`src/rtl/wb_regfile_if.sv`:
```
// Bus bundle between the MEM/WB pipeline register, the ID stage and the write-back/register-file block.
// Latency: none; this file only groups the signals.
// Backpressure: none; the pipeline stalls by sending bubbles (type 0, wwreg=0).
interface wb_regfile_if #(
  parameter int CNT_W = 16
);
  // MEM/WB side
  logic             wwreg;
  logic             wm2reg;
  logic [31:0]      wdata_out;
  logic [31:0]      waluout;
  logic [4:0]       wrdrt;
  logic [3:0]       WB_ins_type;
  logic [3:0]       WB_ins_number;
  // ID-stage read ports
  logic [4:0]       rna;
  logic [4:0]       rnb;
  logic [31:0]      qa;
  logic [31:0]      qb;
  // forwarding and debug/display
  logic [31:0]      wb_result;
  logic [CNT_W-1:0] retired;
  logic [3:0]       last_ins_type;
  logic [3:0]       last_ins_number;
  logic [4:0]       dbg_addr;
  logic [31:0]      dbg_data;

  // Pipeline side: drives the stage inputs and consumes the results.
  modport master (
    output wwreg, wm2reg, wdata_out, waluout, wrdrt, WB_ins_type, WB_ins_number,
           rna, rnb, dbg_addr,
    input  qa, qb, wb_result, retired, last_ins_type, last_ins_number, dbg_data
  );

  // Register-file side.
  modport slave (
    input  wwreg, wm2reg, wdata_out, waluout, wrdrt, WB_ins_type, WB_ins_number,
           rna, rnb, dbg_addr,
    output qa, qb, wb_result, retired, last_ins_type, last_ins_number, dbg_data
  );
endinterface

```
`src/rtl/wb_regfile.sv`:
```
// Write-back select, 32x32 register file (r0 = 0), retirement counter and last-retired tags.
// Latency: writes and retirement take effect 1 edge later; WB_BYPASS_EN makes qa/qb write-through.
// Backpressure: none; the stage accepts one instruction per cycle and bubbles (type 0) are ignored.
module wb_regfile #(
  parameter int NREGS = 32,
  parameter int CNT_W = 16
) (
  input logic           clk,
  input logic           clrn,
  wb_regfile_if.slave   bus
);

  logic [31:0]      regs_q [NREGS];
  logic [31:0]      regs_d [NREGS];
  logic [CNT_W-1:0] retired_q, retired_d;
  logic [3:0]       last_type_q, last_type_d;
  logic [3:0]       last_num_q, last_num_d;

  logic [31:0]      wb_result;
  logic             wr_en;
  logic             retire;

  // Write-back value selection is purely combinational so EX/ID can forward it.
  assign wb_result = bus.wm2reg ? bus.wdata_out : bus.waluout;
  // r0 is hardwired; a write aimed at it is dropped here, so regs_q[0] never leaves zero.
  assign wr_en     = bus.wwreg && (bus.wrdrt != 5'd0);
  assign retire    = (bus.WB_ins_type != 4'd0);

  // Next-state: commit the write-back value and count non-bubble retirements.
  always_comb begin
    regs_d      = regs_q;
    retired_d   = retired_q;
    last_type_d = last_type_q;
    last_num_d  = last_num_q;
    if (wr_en) begin
      regs_d[bus.wrdrt] = wb_result;
    end
    if (retire) begin
      retired_d   = retired_q + CNT_W'(1);
      last_type_d = bus.WB_ins_type;
      last_num_d  = bus.WB_ins_number;
    end
  end

  // State registers; reset clears the array and bookkeeping immediately.
  always_ff @(posedge clk or negedge clrn) begin
    if (!clrn) begin
      regs_q      <= '{default: '0};
      retired_q   <= '0;
      last_type_q <= '0;
      last_num_q  <= '0;
    end else begin
      regs_q      <= regs_d;
      retired_q   <= retired_d;
      last_type_q <= last_type_d;
      last_num_q  <= last_num_d;
    end
  end

  // Read ports; the optional write-through covers the WB->ID hazard for qa/qb only.
  always_comb begin
    bus.qa       = (bus.rna == 5'd0) ? 32'd0 : regs_q[bus.rna];
    bus.qb       = (bus.rnb == 5'd0) ? 32'd0 : regs_q[bus.rnb];
    bus.dbg_data = (bus.dbg_addr == 5'd0) ? 32'd0 : regs_q[bus.dbg_addr];
`ifdef WB_BYPASS_EN
    if (wr_en && (bus.rna == bus.wrdrt)) begin
      bus.qa = wb_result;
    end
    if (wr_en && (bus.rnb == bus.wrdrt)) begin
      bus.qb = wb_result;
    end
`endif
  end

  assign bus.wb_result       = wb_result;
  assign bus.retired         = retired_q;
  assign bus.last_ins_type   = last_type_q;
  assign bus.last_ins_number = last_num_q;

endmodule

```
`src/flat_wrapper.sv`:
```
// flat-port wrapper written by rule: the top's interface ports become plain ports
module wb_regfile_flat 
#(
  parameter int NREGS = 32,
  parameter int CNT_W = 16
)
  (clk, clrn, bus_wwreg, bus_wm2reg, bus_wdata_out, bus_waluout, bus_wrdrt, bus_WB_ins_type, bus_WB_ins_number, bus_rna, bus_rnb, bus_dbg_addr, bus_qa, bus_qb, bus_wb_result, bus_retired, bus_last_ins_type, bus_last_ins_number, bus_dbg_data);
  wb_regfile_if #(.CNT_W(CNT_W)) bus_i ();
  input logic clk;
  input logic clrn;
  input wire logic [$bits(bus_i.wwreg)-1:0] bus_wwreg;
  input wire logic [$bits(bus_i.wm2reg)-1:0] bus_wm2reg;
  input wire logic [$bits(bus_i.wdata_out)-1:0] bus_wdata_out;
  input wire logic [$bits(bus_i.waluout)-1:0] bus_waluout;
  input wire logic [$bits(bus_i.wrdrt)-1:0] bus_wrdrt;
  input wire logic [$bits(bus_i.WB_ins_type)-1:0] bus_WB_ins_type;
  input wire logic [$bits(bus_i.WB_ins_number)-1:0] bus_WB_ins_number;
  input wire logic [$bits(bus_i.rna)-1:0] bus_rna;
  input wire logic [$bits(bus_i.rnb)-1:0] bus_rnb;
  input wire logic [$bits(bus_i.dbg_addr)-1:0] bus_dbg_addr;
  output wire logic [$bits(bus_i.qa)-1:0] bus_qa;
  output wire logic [$bits(bus_i.qb)-1:0] bus_qb;
  output wire logic [$bits(bus_i.wb_result)-1:0] bus_wb_result;
  output wire logic [$bits(bus_i.retired)-1:0] bus_retired;
  output wire logic [$bits(bus_i.last_ins_type)-1:0] bus_last_ins_type;
  output wire logic [$bits(bus_i.last_ins_number)-1:0] bus_last_ins_number;
  output wire logic [$bits(bus_i.dbg_data)-1:0] bus_dbg_data;
  assign bus_i.wwreg = bus_wwreg;
  assign bus_i.wm2reg = bus_wm2reg;
  assign bus_i.wdata_out = bus_wdata_out;
  assign bus_i.waluout = bus_waluout;
  assign bus_i.wrdrt = bus_wrdrt;
  assign bus_i.WB_ins_type = bus_WB_ins_type;
  assign bus_i.WB_ins_number = bus_WB_ins_number;
  assign bus_i.rna = bus_rna;
  assign bus_i.rnb = bus_rnb;
  assign bus_i.dbg_addr = bus_dbg_addr;
  assign bus_qa = bus_i.qa;
  assign bus_qb = bus_i.qb;
  assign bus_wb_result = bus_i.wb_result;
  assign bus_retired = bus_i.retired;
  assign bus_last_ins_type = bus_i.last_ins_type;
  assign bus_last_ins_number = bus_i.last_ins_number;
  assign bus_dbg_data = bus_i.dbg_data;
  wb_regfile #(.NREGS(NREGS), .CNT_W(CNT_W)) u_core (.clk(clk), .clrn(clrn), .bus(bus_i));
endmodule
```
`config.mk`:
```
export PLATFORM = sky130hd
export DESIGN_NAME = wb_regfile_flat
export DESIGN_NICKNAME = d
export VERILOG_FILES = /design/src/rtl/wb_regfile_if.sv /design/src/rtl/wb_regfile.sv /design/src/flat_wrapper.sv
export SDC_FILE = /design/constraint.sdc
export NUM_CORES = 2
export LEC_CHECK = 0
export BUFFER_PORTS_ARGS = -buffer_cell sky130_fd_sc_hd__clkbuf_2
export CORE_MARGIN = 2
export CORE_UTILIZATION = 29
export DETAILED_ROUTE_END_ITERATION = 10
export SETUP_SLACK_MARGIN = 0.1
export SYNTH_ARGS = -nofsm -noshare
export SYNTH_HDL_FRONTEND = slang
export SYNTH_SLANG_ARGS = --single-unit
```
`constraint.sdc`:
```
create_clock -name clk -period 2.9 [get_ports clk]
set_clock_uncertainty 0.1 [all_clocks]
set_input_delay 0.58 -clock clk [delete_from_list [all_inputs] [get_ports clk]]
set_output_delay 0.58 -clock clk [all_outputs]
set_load 0.01 [all_outputs]
```
=== Yosys cells after proc, flatten, opt, wreduce, memory -nomap -nowiden ===
Cells that the tools add are included.

* Bits of input ports: 96
* Flip-flop bits (word level): 1,048
* Word-level logic and storage cells: 68

* Magnitude comparators: 5
* Mux-type cells: 16
* Bitwise gates (word level): 4
* Reductions and logical operators: 7
* Add/sub/neg operators: 1

{| class="wikitable"
|+ Operators with widths
! cell !! count
|-
| 1024-bit bitwise mux || 1
|-
| 32-bit binary-select mux with 5-bit select || 3
|-
| 32-bit two-way mux || 11
|-
| 32-bit demux with 5-bit select || 1
|-
| 6-bit >= comparator, second input constant || 4
|-
| 5-bit inverter with 6-bit output || 4
|-
| 16-bit by 1-bit adder with 16-bit output, second input constant || 1
|-
| 5-bit logical NOT || 3
|-
| 6-bit by 1-bit < comparator with 1-bit output, second input constant || 1
|-
| 5-bit nonzero test || 1
|-
| 4-bit nonzero test || 1
|-
| 1-bit logical AND || 2
|}

=== Logic depth before layout (Yosys ltp) ===
* Depth in word-level cells: 6
* Gate-level depth with buffers: 7
* Depth with buffers taken out: 4

=== Least setup slack after synthesis ===
No wires, ideal clock.

* Path kind: input-to-output
* Start: input bus_rna[2]
* End: output bus_qa[10]
* Required time: 2,220 ps
* Cell stages on the path: 7
* Setup slack: 296 ps
* Arrival time: 1,924 ps
* Cells stage by stage: buf_4 -> buf_6 -> buf_4 -> mux2i_1 -> a221oi_1 -> o21ai_0 -> a311oi_1

* Cells in the longest elaborated chain, start to end: 5
* Elaborated cells between the ends (all ways): 6

{| class="wikitable"
|+ Ends and longest elaborated chain
! item !! line !! RTL
|-
| start, declared || flat_wrapper.sv:18 || <nowiki>input wire logic [$bits(bus_i.rna)-1:0] bus_rna;</nowiki>
|-
| 5-bit inverter with 6-bit output (implied by the code) || wb_regfile.sv:62 || <nowiki>bus.qa = (bus.rna == 5'd0) ? 32'd0 : regs_q[bus.rna];</nowiki>
|-
| 32-bit binary-select mux with 5-bit select || wb_regfile.sv:62 ||
|-
| 32-bit two-way mux (implied by the code) (2 in series) || wb_regfile.sv:62 ||
|-
| 32-bit two-way mux (*) || wb_regfile.sv:62 ||
|-
| end, declared || flat_wrapper.sv:21 || <nowiki>output wire logic [$bits(bus_i.qa)-1:0] bus_qa;</nowiki>
|}

Every way passes the cells marked *; elsewhere a longest branch is shown, timed or not. The select of a mux whose other input is x is not followed.

=== Worst setup path after layout ===
* Start: register u_core.regs_q[549] (netlist name)
* End: output bus_qb[5]

* Cells in the longest elaborated chain, start to end: 4

{| class="wikitable"
|+ Ends and longest elaborated chain
! item !! line !! RTL
|-
| start, declared || wb_regfile.sv:13 || <nowiki>logic [31:0] regs_q [NREGS];</nowiki>
|-
| start signal, assigned || wb_regfile.sv:53 || <nowiki>regs_q <= regs_d;</nowiki>
|-
| 32-bit binary-select mux with 5-bit select || wb_regfile.sv:63 || <nowiki>bus.qb = (bus.rnb == 5'd0) ? 32'd0 : regs_q[bus.rnb];</nowiki>
|-
| 32-bit two-way mux (implied by the code) (2 in series) || wb_regfile.sv:63 ||
|-
| 32-bit two-way mux || wb_regfile.sv:63 ||
|-
| end, declared || flat_wrapper.sv:22 || <nowiki>output wire logic [$bits(bus_i.qb)-1:0] bus_qb;</nowiki>
|}

Every way passes these cells. The select of a mux whose other input is x is not followed.

==> reports/qor.yml <==
outcome:
  status: "finished with violations"
  failed_checks: "negative setup slack"
critical_path:
  rrSetupSlack_ns: 1.31
  start_kind: "flop"
  cp_data_required_time_ns: 2.22
  crit_path_end_kind: "output pin"
  critical_path_arrival_ns: 2.63
  critical_path_class: "reg -> out"
  cp_max_fo: 4
drt:
  avgViaCountPerCell: 6.04
  dr.pass1.iters: 6
  dr.max_layer_used: "met5"
  wl_met1_um: 97000
  vias: 54923
  wl_met2_um: 125000
  drt_iter0_drc: 7568
  wirelength_um: 281000
  avgRoutedWirePerCell_um: 30.9
  drc: 0
  final_antenna_net_count: 0
  dr_wl_met3_um: 31100
clocking:
  htree_levels: 3
  clock-sinks: 1048
  path_clk_slew_ns: 0.06
  tritoncts: "built"
  cts-root-buf: "clkbuf_16"
  clock_latency_ns: 0.77
  clockBufferDepth: 3
  cts_buffers: 114
sta:
  whs_ns: 0.160
  fin_crit_sh_pct: 114
  hold_viol_final: 0
  drv_slew: 0
  worst_pin_slew_ns: 0.865
  slew_headroom_pct: 41.9
  period_needed_ns: 3.31
  rsz0062_at_grt: "yes"
  max_freq_ghz: 0.302
  finalSetupViolations: 96
  setup_ws_ns: -0.411
  fin_tns_setup_ns: -27.28
die:
  dieArea_um2: 220000
  rows: 170
  die_h_um: 469
  fp.dieW_um: 469
  start_util_pct: 29.2
  pin_count: 248
  core-area_um2: 215000
synthesis:
  synth_most_common_cell: "dfrtp_1"
  ys_top_cells_by_area: "dfrtp_1 42%, mux4_2 24%, a21oi_1 4.9%"
  yosys.area.top_type: "dfrtp_1"
  synth_common_cells: "1048 x dfrtp_1, 671 x mux4_2, 618 x nor2_1"
  yosys.area.top_type_share_pct: 41.8
  yosysUniqueCellTypes: 51
  ys_ff_latch: 1048
  syn_avg_cell_area_um2: 11.3
  syn_nets: 5632
  synthCells: 5535
  synthArstFlopShare_pct: 100
  synthFlopType: "dfrtp_1"
  synth-edff-count: 0
  syn_area_um2: 62700
  ys_seq_area_share_pct: 41.8
  yosys_warnings: 0
layout:
  fin_util_pct: 37.9
  syn2layout_area_growth_pct: 29.9
  final_layout_size_suffix_gt1_share_pct: 40.4
  fin_nets: 6253
global_routing:
  grt_usage_pct: 24.9
  overflow: 0
  antenna_found_initial: 15
  grt_pass1_vias: 53635
  grt_pass1_wl_um: 396000
  grt_max_degree: 109
job:
  max_cap_viol_count: 0
pwr:
  leakage_nw: 33.7
  powerDensity_nw_per_um2: 657
  ir_drop_mv: 0.544
place:
  port_buffers: 247
  gp_congestion: 0.935
  dpl.hpwl_um: 184000
worst_hold_path:
  hp-class: "in -> reg"
## registers in the layout, indices dropped and copies added (netlist names)
signal                      cells
u_core.bus.last_ins_number      4
u_core.bus.retired             16
u_core.regs_q                1024
u_core.bus.last_ins_type        4
## per-stage QoR
| stage | std cells | instance area [um2] | power, mW | setup slack, ns |
|---|---|---|---|---|
| after floorplan | 5535 | 62700 | 29.5 | 0.296 |
| after global placement | 8735 | 72500 | 34.6 | -0.901 |
| after detailed placement | 8735 | 72500 | 35.2 | -0.915 |
| after CTS | 9042 | 80100 | 52.5 | -0.411 |
| after global routing | 9090 | 81400 | 55.5 | -0.455 |
| final | 9093 | 81400 | 53.5 | -0.411 |
## worst paths after layout
check,startpoint,end,cells after the start
min,bus_waluout[22],u_core.regs_q[854],3
min in group asynchronous,clrn,u_core.regs_q[955],2
max in group asynchronous,clrn,u_core.regs_q[743],4
min reg2reg,u_core.regs_q[1022],u_core.regs_q[1022],0
max reg2reg,u_core.bus.retired[3],u_core.bus.retired[15],4
max,u_core.regs_q[549],bus_qb[5],6
## repair_timing
action / CTS / global route
setup endpoints to repair: 96 / 96
gates resized for setup: 497 / 204
hold buffers: 9 / 0
buffers inserted: 71 / 42
gates cloned: 16 / 5
endpoints found under the hold margin: 88 / 0
pin swaps: 96 / 76
## layout by cell type (no fill, tap or decap), drive strengths merged, types with 6 or more instances in the layout
cell type / instances
a311oi: 96
buf: 923
nor3: 16
bufinv: 18
xor2: 6
clkinvlp: 9
dfrtp: 1048
xnor2: 9
nor4: 6
o21ai: 548
clkbuf: 360
a221oi: 68
o2111ai: 28
a21oi: 608
mux2: 96
inv: 45
clkinv: 20
bufbuf: 8
a22oi: 96
mux4: 672
nand2b: 8
nor2b: 106
nand4: 7
nand3: 13
nor2: 626
nand2: 462
dlygate4sd3: 9
a211oi: 96
mux2i: 224
## layer usage
layer / track usage, % / vias to the layer above
met2: 37.6 / 4006
met3: 6.67 / 1149
met1: 29.7 / 27710
met5: 0 / -
met4: 20.3 / 16
li1: - / 22042
## area by class of cell
cell class / count / area [um2]
fillers: 20312 / 133000
multi-input cells: 3811 / 35900
flip-flops and latches: 1048 / 26200
repair buffers: 1142 / 11400
well taps: 2838 / 3550
clock buffers: 158 / 3320
clock inverters: 53 / 795
inverters: 39 / 154
diodes: 4 / 10.0
## cells by family after synthesis
| family | synth area share, % |
|---|---|
| buf+inv | 5.58 |
| compound gates | 14.3 |
| mux | 29.4 |
| xor+xnor | 0.210 |
| flops | 41.8 |
| fa+ha+maj | 0.0200 |
| simple gates | 8.67 |
## critical path, stage by stage, from the launching register on
cell      delay (ns)
dfrtp_1         0.41
mux4_2          0.50
mux2_4          0.32
o21ai_4         0.24
a311oi_4        0.07
buf_4           0.20
buf_6           0.12
## power by group
part           internal [mW]  total (mW)  switching [mW]  leakage [nW]
Sequential              17.8        21.3            3.51          13.0
Combinational           8.46        16.0            7.49          18.7
Clock                   9.58        16.2            6.65          2.00
(Power assumes the default switching activity.)
